`src/rtl/multicycle_sequencer_pkg.sv`:
```
// Shared definitions for the multi-cycle sequencer: opcodes, ALU codes, state
// and output-field encodings, plus the per-cycle strobe bundle.
package multicycle_sequencer_pkg;

    localparam logic [5:0] GENERIC_R = 6'd0;
    localparam logic [5:0] JUMP      = 6'd2;
    localparam logic [5:0] JAL       = 6'd3;
    localparam logic [5:0] BEQ       = 6'd4;
    localparam logic [5:0] BNE       = 6'd5;
    localparam logic [5:0] ADDI      = 6'd8;
    localparam logic [5:0] ADDIU     = 6'd9;
    localparam logic [5:0] SLTI      = 6'd10;
    localparam logic [5:0] SLTIU     = 6'd11;
    localparam logic [5:0] ANDI      = 6'd12;
    localparam logic [5:0] ORI       = 6'd13;
    localparam logic [5:0] LUI       = 6'd15;
    localparam logic [5:0] LW        = 6'd35;
    localparam logic [5:0] SW        = 6'd43;

    localparam logic [3:0] ALU_AND = 4'b0000;
    localparam logic [3:0] ALU_OR  = 4'b0001;
    localparam logic [3:0] ALU_ADD = 4'b0010;
    localparam logic [3:0] ALU_SUB = 4'b0110;
    localparam logic [3:0] ALU_SLT = 4'b0111;

    localparam int unsigned TIMER_W = 8;

    typedef enum logic [2:0] {
        ST_FETCH  = 3'd0,
        ST_DECODE = 3'd1,
        ST_EXEC   = 3'd2,
        ST_MEM    = 3'd3,
        ST_WB     = 3'd4,
        ST_HALT   = 3'd5
    } state_e;

    typedef enum logic [1:0] {
        DST_RT  = 2'b00,
        DST_RD  = 2'b01,
        DST_R31 = 2'b10
    } reg_dst_e;

    typedef enum logic [1:0] {
        WB_ALU  = 2'b00,
        WB_MEM  = 2'b01,
        WB_LUI  = 2'b10,
        WB_LINK = 2'b11
    } wb_sel_e;

    typedef enum logic [1:0] {
        CLS_ADD   = 2'b00,
        CLS_SUB   = 2'b01,
        CLS_FUNCT = 2'b10,
        CLS_IOP   = 2'b11
    } alu_class_e;

    typedef struct packed {
        logic       imem_req;
        logic       ir_write;
        logic       pc_inc;
        logic       pc_jump;
        logic       pc_branch;
        logic       dmem_req;
        logic       dmem_we;
        logic       reg_write;
        reg_dst_e   reg_dst;
        logic       alu_src;
        alu_class_e alu_class;
        logic [3:0] i_op;
        wb_sel_e    wb_sel;
        logic       instr_retired;
    } strobes_t;

    function automatic logic is_known_op(input logic [5:0] op);
        case (op)
            GENERIC_R, BEQ, BNE, ADDI, ADDIU, SLTI, SLTIU,
            ANDI, ORI, LUI, LW, SW: return 1'b1;
            default:                return 1'b0;
        endcase
    endfunction

endpackage

```
`src/rtl/multicycle_sequencer_mem_wait_timer.sv`:
```
// Memory handshake wait counter shared by FETCH and MEM; flags a timeout when
// a request has sat unacknowledged for MEM_TIMEOUT cycles.
module mem_wait_timer
    import multicycle_sequencer_pkg::*;
#(
    parameter int unsigned MEM_TIMEOUT = 15
) (
    input  logic clk,
    input  logic rst,
    input  logic req_i,
    input  logic ack_i,
    output logic timeout_o
);

    localparam logic [TIMER_W-1:0] LIMIT = TIMER_W'(MEM_TIMEOUT);

    logic [TIMER_W-1:0] cnt_q, cnt_d;

    // An ack in the limit cycle suppresses the timeout.
    assign timeout_o = req_i && !ack_i && (cnt_q == LIMIT);

    // Every exit from a waiting state is via ack or timeout, so clearing on
    // those (or on req low) also clears on any state change.
    always_comb begin
        cnt_d = cnt_q + TIMER_W'(1);
        if (!req_i || ack_i || timeout_o) begin
            cnt_d = '0;
        end
    end

    always_ff @(posedge clk or negedge rst) begin
        if (!rst) begin
            cnt_q <= '0;
        end else begin
            cnt_q <= cnt_d;
        end
    end

endmodule

```
`src/rtl/multicycle_sequencer.sv`:
```
// Multi-cycle FETCH/DECODE/EXEC/MEM/WB sequencer for the MIPS-subset core.
// Define ILLEGAL_OP_TRAP_EN to halt on unknown opcodes instead of retiring them as NOPs.
module multicycle_sequencer
    import multicycle_sequencer_pkg::*;
#(
    parameter int unsigned MEM_TIMEOUT = 15
) (
    input  logic       clk,
    input  logic       rst,
    input  logic [5:0] opcode,
    input  logic       alu_zero,
    input  logic       imem_ack,
    input  logic       dmem_ack,
    output logic       imem_req,
    output logic       ir_write,
    output logic       pc_inc,
    output logic       pc_jump,
    output logic       pc_branch,
    output logic       dmem_req,
    output logic       dmem_we,
    output logic       reg_write,
    output logic [1:0] reg_dst,
    output logic       alu_src,
    output logic [1:0] alu_class,
    output logic [3:0] i_op,
    output logic [1:0] wb_sel,
    output logic       instr_retired,
    output logic       bus_err,
    output logic       illegal_op,
    output logic       halted,
    output logic [2:0] state
);

    state_e     state_q, state_d;
    logic [5:0] opcode_q;
    logic       bus_err_q;
    logic       set_bus_err;
    logic       wait_req, wait_ack, timeout;
    strobes_t   str, str_o;
`ifdef ILLEGAL_OP_TRAP_EN
    logic       illegal_q;
    logic       set_illegal;
`endif

    assign wait_req = (state_q == ST_FETCH) || (state_q == ST_MEM);
    assign wait_ack = (state_q == ST_FETCH) ? imem_ack : dmem_ack;

    mem_wait_timer #(
        .MEM_TIMEOUT(MEM_TIMEOUT)
    ) u_wait_timer (
        .clk      (clk),
        .rst      (rst),
        .req_i    (wait_req),
        .ack_i    (wait_ack),
        .timeout_o(timeout)
    );

    always_comb begin
        state_d     = state_q;
        str         = '0;
        set_bus_err = 1'b0;
`ifdef ILLEGAL_OP_TRAP_EN
        set_illegal = 1'b0;
`endif
        case (state_q)
            ST_FETCH: begin
                str.imem_req = 1'b1;
                if (imem_ack) begin
                    str.ir_write = 1'b1;
                    str.pc_inc   = 1'b1;
                    state_d      = ST_DECODE;
                end else if (timeout) begin
                    set_bus_err = 1'b1;
                    state_d     = ST_HALT;
                end
            end
            ST_DECODE: begin
                // The opcode is not registered yet, so DECODE looks at the live IR field.
                case (opcode)
                    JUMP: begin
                        str.pc_jump       = 1'b1;
                        str.instr_retired = 1'b1;
                        state_d           = ST_FETCH;
                    end
                    JAL: begin
                        str.pc_jump = 1'b1;
                        state_d     = ST_WB;
                    end
                    default: begin
                        if (is_known_op(opcode)) begin
                            state_d = ST_EXEC;
                        end else begin
`ifdef ILLEGAL_OP_TRAP_EN
                            set_illegal = 1'b1;
                            state_d     = ST_HALT;
`else
                            str.instr_retired = 1'b1;
                            state_d           = ST_FETCH;
`endif
                        end
                    end
                endcase
            end
            ST_EXEC: begin
                state_d = ST_WB;
                case (opcode_q)
                    GENERIC_R: str.alu_class = CLS_FUNCT;
                    LW, SW: begin
                        str.alu_class = CLS_ADD;
                        str.alu_src   = 1'b1;
                        state_d       = ST_MEM;
                    end
                    BEQ, BNE: begin
                        str.alu_class     = CLS_SUB;
                        str.pc_branch     = (opcode_q == BEQ) ? alu_zero : !alu_zero;
                        str.instr_retired = 1'b1;
                        state_d           = ST_FETCH;
                    end
                    ADDI, ADDIU, SLTI, SLTIU, ANDI, ORI: begin
                        str.alu_class = CLS_IOP;
                        str.alu_src   = 1'b1;
                        case (opcode_q)
                            SLTI, SLTIU: str.i_op = ALU_SLT;
                            ANDI:        str.i_op = ALU_AND;
                            ORI:         str.i_op = ALU_OR;
                            default:     str.i_op = ALU_ADD;
                        endcase
                    end
                    LUI: begin
                        str.alu_class = CLS_ADD;
                        str.alu_src   = 1'b1;
                    end
                    default: state_d = ST_FETCH;
                endcase
            end
            ST_MEM: begin
                str.dmem_req = 1'b1;
                str.dmem_we  = (opcode_q == SW);
                if (dmem_ack) begin
                    if (opcode_q == SW) begin
                        str.instr_retired = 1'b1;
                        state_d           = ST_FETCH;
                    end else begin
                        state_d = ST_WB;
                    end
                end else if (timeout) begin
                    set_bus_err = 1'b1;
                    state_d     = ST_HALT;
                end
            end
            ST_WB: begin
                str.reg_write     = 1'b1;
                str.instr_retired = 1'b1;
                state_d           = ST_FETCH;
                case (opcode_q)
                    GENERIC_R: str.reg_dst = DST_RD;
                    LW:        str.wb_sel  = WB_MEM;
                    LUI:       str.wb_sel  = WB_LUI;
                    JAL: begin
                        str.reg_dst = DST_R31;
                        str.wb_sel  = WB_LINK;
                    end
                    default: begin
                        str.reg_dst = DST_RT;
                        str.wb_sel  = WB_ALU;
                    end
                endcase
            end
            ST_HALT: state_d = ST_HALT;
            default: state_d = ST_FETCH;
        endcase
    end

    always_ff @(posedge clk or negedge rst) begin
        if (!rst) begin
            state_q   <= ST_FETCH;
            opcode_q  <= '0;
            bus_err_q <= 1'b0;
`ifdef ILLEGAL_OP_TRAP_EN
            illegal_q <= 1'b0;
`endif
        end else begin
            state_q <= state_d;
            if (state_q == ST_DECODE) begin
                opcode_q <= opcode;
            end
            if (set_bus_err) begin
                bus_err_q <= 1'b1;
            end
`ifdef ILLEGAL_OP_TRAP_EN
            if (set_illegal) begin
                illegal_q <= 1'b1;
            end
`endif
        end
    end

    // Reset drives FETCH, which would otherwise raise imem_req while rst is low.
    assign str_o = rst ? str : '0;

    assign imem_req      = str_o.imem_req;
    assign ir_write      = str_o.ir_write;
    assign pc_inc        = str_o.pc_inc;
    assign pc_jump       = str_o.pc_jump;
    assign pc_branch     = str_o.pc_branch;
    assign dmem_req      = str_o.dmem_req;
    assign dmem_we       = str_o.dmem_we;
    assign reg_write     = str_o.reg_write;
    assign reg_dst       = str_o.reg_dst;
    assign alu_src       = str_o.alu_src;
    assign alu_class     = str_o.alu_class;
    assign i_op          = str_o.i_op;
    assign wb_sel        = str_o.wb_sel;
    assign instr_retired = str_o.instr_retired;
    assign bus_err       = bus_err_q;
`ifdef ILLEGAL_OP_TRAP_EN
    assign illegal_op    = illegal_q;
`else
    assign illegal_op    = 1'b0;
`endif
    assign halted        = (state_q == ST_HALT);
    assign state         = state_q;

endmodule

```
`config.mk`:
```
export PLATFORM = sky130hd
export DESIGN_NAME = multicycle_sequencer
export DESIGN_NICKNAME = d
export VERILOG_FILES = /design/src/rtl/multicycle_sequencer_pkg.sv /design/src/rtl/multicycle_sequencer_mem_wait_timer.sv /design/src/rtl/multicycle_sequencer.sv
export SDC_FILE = /design/constraint.sdc
export NUM_CORES = 1
export LEC_CHECK = 0
export BUFFER_PORTS_ARGS = -buffer_cell sky130_fd_sc_hd__buf_2
export CAP_MARGIN = 30
export CORE_MARGIN = 4
export CORE_UTILIZATION = 55
export DETAILED_ROUTE_END_ITERATION = 7
export PLACE_DENSITY = 0.87
export SYNTH_ARGS = -nofsm -noshare
export SYNTH_HDL_FRONTEND = slang
export SYNTH_SLANG_ARGS = --single-unit
```
`constraint.sdc`:
```
create_clock -name clk -period 5.05 [get_ports clk]
set_clock_uncertainty 0.05 [all_clocks]
set_input_delay 1.01 -clock clk [delete_from_list [all_inputs] [get_ports clk]]
set_output_delay 1.01 -clock clk [all_outputs]
set_load 0.05 [all_outputs]
```
* Word-level counts from Yosys, hierarchy flattened
Cells that the tools add are included.
Operators by class: multiplexer cells 41, equal/unequal tests 31, reduce and logical (&&, ||, !) cells 19, add/sub/neg operators 1
Operator list (count):
- $eq A6 B4 Y1 const B | 14
- $eq A6 B3 Y1 const B | 4
- $eq A6 B6 Y1 const B | 4
- $mux W20 | 1
- $eq A6 B2 Y1 const B | 3
- $mux W3 | 6
- $mux W1 | 17
- $pmux W3 S5 | 1
- $logic_not A6 Y1 | 2
- $pmux W2 S3 | 2
- $pmux W3 S2 | 2
- $reduce_or A12 Y1 | 1
- $pmux W3 S3 | 1
- $reduce_or A9 Y1 | 1
- $add A8 B1 Y8 const B | 1
- $eq A8 B4 Y1 const B | 1
- $mux W2 | 4
- $mux W8 | 1
- $reduce_or A2 Y1 | 4
- $reduce_or A8 Y1 | 1
- $mux W7 | 1
- $eq A3 B2 Y1 const B | 2
- $eq A3 B3 Y1 const B | 2
- $reduce_or A6 Y1 | 1
- 9 further kinds | 15
Word-level totals: bits of input ports 11, bits in registers 18, word-level logic and storage cells 96

* Logic depth before layout (Yosys ltp)
Gate-level depths: netlist (run 1).
depth after elaboration 9, depth in mapped cells 6, gate-level depth less buffers 5

* Hierarchy
From an unflattened synthesis (run 1), not the netlist that was laid out.
Unflattened totals: cells, all modules 159, area total of the unflattened synthesis 1341.3 µm²
Modules (own cells, without submodules):
- multicycle_sequencer | cells each 121, seq. area each 250.2 µm², times used 1, area each 962.2 µm²
- mem_wait_timer | cells each 38, seq. area each 200.2 µm², times used 1, area each 379.1 µm²

* Worst setup path after synthesis (run 1)
OpenSTA, ideal clock, no wires.
path type input to output, start point in rst, end point out reg_dst[1], arrival 3.229 ns, cell stages on the path 3, path slack 0.761 ns, buffers on the path 0, cell sequence nand3_1 > nor4_1 > and2_1
Between the ends: longest elaborated chain between the ends 1
Ends and longest elaborated chain:
- start, declared | RTL line multicycle_sequencer.sv:9 | input logic rst,
- $mux W20 | RTL line multicycle_sequencer.sv:199 | assign str_o = rst ? str : '0;
- end, declared | RTL line multicycle_sequencer.sv:22 | output logic [1:0] reg_dst,
No other way between the ends.

* Worst setup path after layout (run 1)
start point in rst, end point out alu_src
Between the ends: longest elaborated chain between the ends 1
Ends and longest elaborated chain:
- $mux W20 | RTL line multicycle_sequencer.sv:199
- end, declared | RTL line multicycle_sequencer.sv:23 | output logic alu_src,
No other way between the ends.

==> implementation parameters, run 1 <==
Parameter                              Value

Logic synthesis
  Netlist cell types    46
  EDFF count, synth    0
  Area of the mapped netlist    1260 sq um
  Cell types with the largest area share after synthesis    sky130_fd_sc_hd__dfrtp_1 (36%), sky130_fd_sc_hd__nor2_1 (5.1%), sky130_fd_sc_hd__mux2_2 (4.5%), sky130_fd_sc_hd__nand2_1 (3.6%), sky130_fd_sc_hd__nand2b_1 (3.5%)
  Avg Inst Size Synth    8.53 sq um
  Total of flip-flops plus latches after synthesis    18
  Sequential share of the synthesized area    0.357
  Area share of the largest cell type after synthesis    0.357
  Number of instances in the synthesized netlist    148
  Post-synth top flop    sky130_fd_sc_hd__dfrtp_1
  Synth async-reset ratio    1.00
  Library cell occupying the most area in the post-synthesis netlist    sky130_fd_sc_hd__dfrtp_1
  Number of synthesis warnings    0

Die
  Number of standard-cell rows in the floorplan    17
  Die outline area    3130 sq um
  Width of the chip    55.9 um
  DIE HEIGHT    55.9 um
  Core area    2190 sq um
  Initial core utilization    0.576
  I/O pin total    37

CTS
  Maximum root-to-sink buffer count    2
  Post-CTS repair timing setup buffer count    0
  # clock sinks    18
  Resized cells post-CTS    0
  Clock tree from TritonCTS    built
  Root cell of the clock tree    sky130_fd_sc_hd__clkbuf_4
  Clk slew on worst S/H paths    0.10 ns
  Maximum level of the CTS H-tree    1
  TritonCTS Buffers    3
  Number of buffers inserted for hold repair after clock tree synthesis    0
  Later-pin clock latency in the skew report    0.29 ns

Setup path
  Worst R2R Start    state[1]
  Data arrival time at the worst-slack endpoint    2.67 ns
  Endpoint of the lowest-slack register-to-register path    state[1]
  Register-to-Register Setup Slack    3.23 ns
  Largest fanout on the critical path    22
  Critical path endpoint category    output port
  Path type of the worst setup path    primary input to output port
  CP startpoint kind    primary input
  CP required    3.99 ns
  Critical path launch point    rst
  Cell count of the worst reg-to-reg path    4

Placed design
  Placement Setup Slack    1.28 ns
  Placed insts    201
  Placer's final routability congestion estimate    0.823
  Count of input and output buffers    34
  Estimated wirelength of the detail-placed design    2.18 mm

Timing
  Final worst setup slack    1.32 ns
  Final hold viol count    0
  Total Negative Setup Slacks    0 ns
  Share of the cycle needed by the critical path after routing    0.738
  Number of pins exceeding their max-slew limit in the final report    0
  Unrepaired setup endpoints after global routing    no
  Min cycle time layout    3.73 ns
  Worst rel slew slack    0.615
  Setup violators final    0
  Hold_ws    0.416 ns
  Transition time of the tightest slew-check pin    0.575 ns
  Fmax achieved    268 MHz

Power
  Share of power burned in registers    0.411
  Cell Pwr Density    467 nW/um^2
  Comb power frac    0.460
  P_sw    0.000335 W
  Internal Dissipation    0.000344 W
  Worst-case vdd ir drop    0.000291 V
  Part of the total power dissipated in the clock network    0.129
  Static leakage    0.702 nW
  Switching share of power    0.493

GRT
  Antenna violations before repair    0
  Via count of the first global-routing pass    1103
  Largest net degree at the start of global routing    23
  First-pass GRT wire length    4.95 mm
  Total global routing overflow    0
  Aggregate global-route resource usage    0.194

Drt
  Drt wl/cell    14.2 um
  Pre-Repair DR Iteration Count    4
  Total detailed-routing wirelength    2.91 mm
  Number of nets with antenna violations after detailed routing    0
  Via total after detailed routing    1191
  Via density    5.81
  # DRC    0
  Number of DRC violations after detailed-routing iteration 0    46

Worst hold path
  Number of cells on the worst hold path    1
  Worst hold path startpoint    bus_err
  Class of the tightest hold or removal check    register to register
  Endpoint, Worst Hold    bus_err

Layout
  Post-layout net count    190
  Utilization after layout    0.664
  Most common cell after layout, fill and taps aside    sky130_fd_sc_hd__buf_2
  Footprint of the flip-flops and latches    450 sq um
  Final std cells w/o fill    205
  Fraction of layout cells with a size suffix above 1    0.277
  Number of filler cells placed in the layout    186
  Area overhead of the layout relative to synthesis    15.3%
  Commonest non-fill, non-tap cells in the layout    sky130_fd_sc_hd__buf_2 (34), sky130_fd_sc_hd__dfrtp_1 (18), sky130_fd_sc_hd__nor2_1 (17), sky130_fd_sc_hd__nand2_1 (12), sky130_fd_sc_hd__nand2b_1 (7)
  Area of the multi-input gates    741 sq um
  Antenna cells    0

Run
  Total of max-cap violations    0

Run status
  Status    complete, no violations
## layer usage
layer  vias to the layer above  part of all wire  global-route usage
met1                       564              0.43               0.255
met3                         4             0.079              0.0371
met5                         -                 0                   0
li1                        578                 -                   -
met4                         0             0.010              0.0542
met2                        45              0.48               0.326
## cell families after synthesis
group | share of synthesized area
DFF | 0.357
muxes | 0.0446
and+or+nand+nor | 0.349
xor gates and xnor gates | 0.0555
adders and majority gates | 0.00991
AOI/OAI and AO/OA | 0.122
other | 0.00297
buffers and inverters | 0.0595
## sequential cells by signal, summed over array words and instances, names as in the netlist
signal              flops
bus_err                 1
state                   3
u_wait_timer.cnt_q      8
opcode_q                6
## worst max-delay path, stage by stage
cell and delay [ns]:
sky130_fd_sc_hd__buf_2 0.39, sky130_fd_sc_hd__nand2b_1 0.22, sky130_fd_sc_hd__or4b_2 0.65, sky130_fd_sc_hd__a21oi_1 0.12, sky130_fd_sc_hd__buf_2 0.27
## cell type report
class | count | share of cell area
Clock buffer | 4 | 0.0249
Inverter | 6 | 0.0155
Multi-Input combinational cell | 115 | 0.509
Sequential cell | 18 | 0.310
Tap cell | 28 | 0.0241
Timing Repair Buffer | 34 | 0.117
## through the flow
step                      area [sq um]  power (W)
final                             1460   0.000679
after global routing              1460   0.000726
after CTS                         1460   0.000679
after detailed placement          1420   0.000590
after global placement            1420   0.000573
after floorplan                   1270   0.000518
## synth_stat cells (2+ instances only)
cell and n:
sky130_fd_sc_hd__a21oi_1 5, sky130_fd_sc_hd__nor2_1 17, sky130_fd_sc_hd__dfrtp_1 18, sky130_fd_sc_hd__o21ai_0 4, sky130_fd_sc_hd__or4_1 2, sky130_fd_sc_hd__nand3b_1 2
sky130_fd_sc_hd__clkbuf_1 3, sky130_fd_sc_hd__nand2b_1 7, sky130_fd_sc_hd__xor2_1 4, sky130_fd_sc_hd__and3_1 4, sky130_fd_sc_hd__nor4_1 5, sky130_fd_sc_hd__inv_1 6
sky130_fd_sc_hd__nor2b_1 4, sky130_fd_sc_hd__a22o_1 2, sky130_fd_sc_hd__mux2_2 5, sky130_fd_sc_hd__xnor2_1 4, sky130_fd_sc_hd__and2_1 5, sky130_fd_sc_hd__buf_4 3
sky130_fd_sc_hd__nand2_1 12, sky130_fd_sc_hd__buf_2 3, sky130_fd_sc_hd__nor3_1 3, sky130_fd_sc_hd__nor3b_1 2, sky130_fd_sc_hd__nand3_1 5
## power by group through the flow
| stage | clock network (W) | logic [W] | registers [W] |
|---|---|---|---|
| 3_3_place_gp | 0 | 0.000303 | 0.000270 |
| 2_1_floorplan | 0 | 0.000275 | 0.000244 |
| 6_report | 0.0000875 | 0.000312 | 0.000279 |
| 5_1_grt | 0.0000975 | 0.000339 | 0.000289 |
| 3_5_place_dp | 0 | 0.000310 | 0.000279 |
| 4_1_cts | 0.0000908 | 0.000312 | 0.000276 |
## how the worst max path moves through the flow
stage | end | slack [ns]
floorplan | reg_dst[1] | 0.76
global placement | alu_src | 1.33
detailed placement | alu_src | 1.28
CTS | alu_src | 1.28
global route | alu_src | 1.16
finish | alu_src | 1.32
(Power assumes the default switching activity.)
==> run 2: changes to the inputs <==
--- a/config.mk
+++ b/config.mk
@@ -8,9 +8,9 @@
 export BUFFER_PORTS_ARGS = -buffer_cell sky130_fd_sc_hd__buf_2
 export CAP_MARGIN = 30
 export CORE_MARGIN = 4
-export CORE_UTILIZATION = 55
+export CORE_UTILIZATION = 46
 export DETAILED_ROUTE_END_ITERATION = 7
-export PLACE_DENSITY = 0.87
+export PLACE_DENSITY = 0.78
 export SYNTH_ARGS = -nofsm -noshare
 export SYNTH_HDL_FRONTEND = slang
 export SYNTH_SLANG_ARGS = --single-unit
==> constraint.sdc (replaced) <==
create_clock -name clk -period 3.02 [get_ports clk]
set_clock_uncertainty 0.05 [all_clocks]
set_input_delay 0.604 -clock clk [delete_from_list [all_inputs] [get_ports clk]]
set_output_delay 0.604 -clock clk [all_outputs]
set_load 0.05 [all_outputs]
==> run 2 against run 1 <==
Worst hold slack lost 0.19 ns. Non-clock buffer count increased by 5. First-iteration DRC count fell by 17%. Sequential power is 52% higher. Power grew 75%. Register-to-register slack got worse by 2.1 ns. Clock power increased by 70%. Final area grew 4.1%. Largest cell class unchanged.
==> implementation parameters, run 2 (same netlist as run 1, synthesis figures left out) <==
Parameter                              Value

Setup path
  Data arrival time at the worst-slack endpoint    2.11 ns (-0.56 ns)
  CP required    2.37 ns (-1.62 ns)
  CP startpoint kind    register
  Path type of the worst setup path    register to output port
  Largest fanout on the critical path    6 (-73%)
  Register-to-Register Setup Slack    1.10 ns (-2.13 ns)
  Critical path endpoint category    output port

Layout
  Most common cell after layout, fill and taps aside    sky130_fd_sc_hd__buf_2
  Post-layout net count    195 (+2.6%)
  Area overhead of the layout relative to synthesis    20.0%
  Cell area after layout    1520 sq um (+4.1%)
  Commonest non-fill, non-tap cells in the layout    sky130_fd_sc_hd__buf_2 (34), sky130_fd_sc_hd__dfrtp_1 (18), sky130_fd_sc_hd__nor2_1 (17), sky130_fd_sc_hd__nand2_1 (12), sky130_fd_sc_hd__nand2b_1 (7)
  Register with the most flip-flops    u_wait_timer.cnt_q
  Antenna cells    0 (unchanged)
  Flip-flop count of the largest register after layout    8 (unchanged)
  Fraction of layout cells with a size suffix above 1    0.308 (+0.0309)
  Utilization after layout    0.595 (-0.0688)

Timing
  Share of the cycle needed by the critical path after routing    0.916
  Total Negative Setup Slacks    0 ns (unchanged)
  Min cycle time layout    2.77 ns
  Unrepaired setup endpoints after global routing    no
  Hold_ws    0.230 ns (-0.186 ns)
  Number of pins exceeding their max-slew limit in the final report    0 (unchanged)
  Worst rel slew slack    0.657 (+0.0419)
  Transition time of the tightest slew-check pin    0.510 ns (-0.0650 ns)
  Fmax achieved    361 MHz
  Setup violators final    0 (unchanged)
  Final hold viol count    0 (unchanged)

CTS
  Number of buffers inserted for hold repair after clock tree synthesis    0 (unchanged)
  Maximum root-to-sink buffer count    2 (unchanged)
  Later-pin clock latency in the skew report    0.29 ns (about the same)
  Post-CTS repair timing setup buffer count    0 (unchanged)
  Clk slew on worst S/H paths    0.10 ns (about the same)
  Root cell of the clock tree    sky130_fd_sc_hd__clkbuf_4
  TritonCTS Buffers    3 (unchanged)
  Maximum level of the CTS H-tree    1 (unchanged)
  Clock tree from TritonCTS    built
  Resized cells post-CTS    0 (unchanged)
  # clock sinks    18 (unchanged)

Power
  Comb power frac    0.518 (+0.058)
  P_sw    0.000580 W (+73%)
  Share of power burned in registers    0.357 (-0.054)
  Worst-case vdd ir drop    0.000547 V (+88%)
  Internal Dissipation    0.000605 W (+76%)
  Part of the total power dissipated in the clock network    0.126 (-0.003)
  Static leakage    0.733 nW (+4.4%)
  Cell Pwr Density    782 nW/um^2 (+68%)
  Switching share of power    0.490 (-0.00358)

GRT
  Largest net degree at the start of global routing    22 (-4.3%)
  Via count of the first global-routing pass    1090 (-1.2%)
  GRT met3 Usage    0.0319 (-0.00521)
  Total global routing overflow    0 (unchanged)
  Aggregate global-route resource usage    0.177 (-0.0173)
  Global routing's busiest layer    met2
  GR Layer Usage met1    0.240 (-0.0144)
  First-pass GRT wire length    4.90 mm (-0.97%)
  Met2 GRT Util    0.290 (-0.0359)
  Antenna violations before repair    0 (unchanged)

Placed design
  Instance area after placement    1480 sq um (+4.2%)
  Estimated wirelength of the detail-placed design    2.38 mm (+9.0%)
  Placer's final routability congestion estimate    0.814 (-1.1%)
  Count of input and output buffers    34 (unchanged)

Run
  Total of max-cap violations    0 (unchanged)

Drt
  Pre-Repair DR Iteration Count    4 (unchanged)
  Number of nets with antenna violations after detailed routing    0 (unchanged)
  Via total after detailed routing    1184 (-0.59%)
  # DRC    0 (unchanged)
  Drt wl/cell    14.3 um (+1.1%)
  Number of DRC violations after detailed-routing iteration 0    38 (-17%)
  Via density    5.58 (-3.9%)
  Total detailed-routing wirelength    3.04 mm (+4.5%)

Die
  Width of the chip    60.4 um (+8.0%)
  Die outline area    3650 sq um (+17%)
  Core area    2540 sq um (+16%)
  Number of standard-cell rows in the floorplan    18 (+1)
  Initial core utilization    0.496 (-0.0802)
  I/O pin total    37 (unchanged)
  DIE HEIGHT    60.4 um (+8.0%)

Run status
  Status    complete, no violations

Worst hold path
  Class of the tightest hold or removal check    primary input to asynchronous set/reset pin
==> run 2: cell types whose count changed in the layout (fill, tap and decap cells not counted) <==
| cell | before | now |
|---|---|---|
| sky130_fd_sc_hd__buf_4 | 0 | 5 |
| sky130_fd_sc_hd__nor3_1 | 3 | 2 |
| sky130_fd_sc_hd__nor4_4 | 0 | 1 |
| sky130_fd_sc_hd__nor4_1 | 5 | 4 |
| sky130_fd_sc_hd__nor3_2 | 0 | 1 |
==> run 2: per-layer routing <==
layer  wire, um  share of wire  vias up
li1           -              -      583
met1       1440           0.47      569
met3        160          0.053        5
met5          0              0        -
met2       1400           0.46       27
met4         40          0.013        0
==> run 2: final cells by class <==
class,instances,area [sq um]
multi-input cells,115,761
repair buffers,39,208
fillers,230,1030
flip-flops and latches,18,450
inverters,6,22.5
well taps,30,37.5
clock buffers,4,36.3
==> run 2: stage by stage <==
| step | instances | worst slack [ns] | power, W |
|---|---|---|---|
| floorplan | 149 | -0.259 | 0.000882 |
| global placement | 208 | 0.491 | 0.00101 |
| detailed placement | 208 | 0.488 | 0.00104 |
| CTS | 212 | 0.253 | 0.00119 |
| global route | 212 | 0.178 | 0.00128 |
| finish | 212 | 0.252 | 0.00119 |
==> run 2: worst max-delay path: stages (launching register included) <==
cell and delay (ns):
sky130_fd_sc_hd__dfrtp_1 0.44, sky130_fd_sc_hd__or4b_4 0.55, sky130_fd_sc_hd__or2_4 0.29, sky130_fd_sc_hd__nor4_4 0.24
sky130_fd_sc_hd__buf_2 0.30
==> run 2: power groups by stage <==
stage | sequential [W] | clock (W) | combinational (W)
after floorplan | 0.000408 | 0 | 0.000474
after CTS | 0.000423 | 0.000151 | 0.000615
after global placement | 0.000420 | 0 | 0.000592
after detailed placement | 0.000428 | 0 | 0.000613
after global routing | 0.000441 | 0.000165 | 0.000671
final | 0.000423 | 0.000149 | 0.000614
==> run 2: worst paths after layout <==
kind                             start     endpoint  cells after the start
setup / recovery           opcode_q[4]    pc_branch                      4
hold / removal                     rst      bus_err                      2
setup reg to reg              state[1]     state[1]                      5
hold reg to reg                bus_err      bus_err                      1
max in group asynchronous          rst  opcode_q[3]                      2
min in group clk               bus_err      bus_err                      1
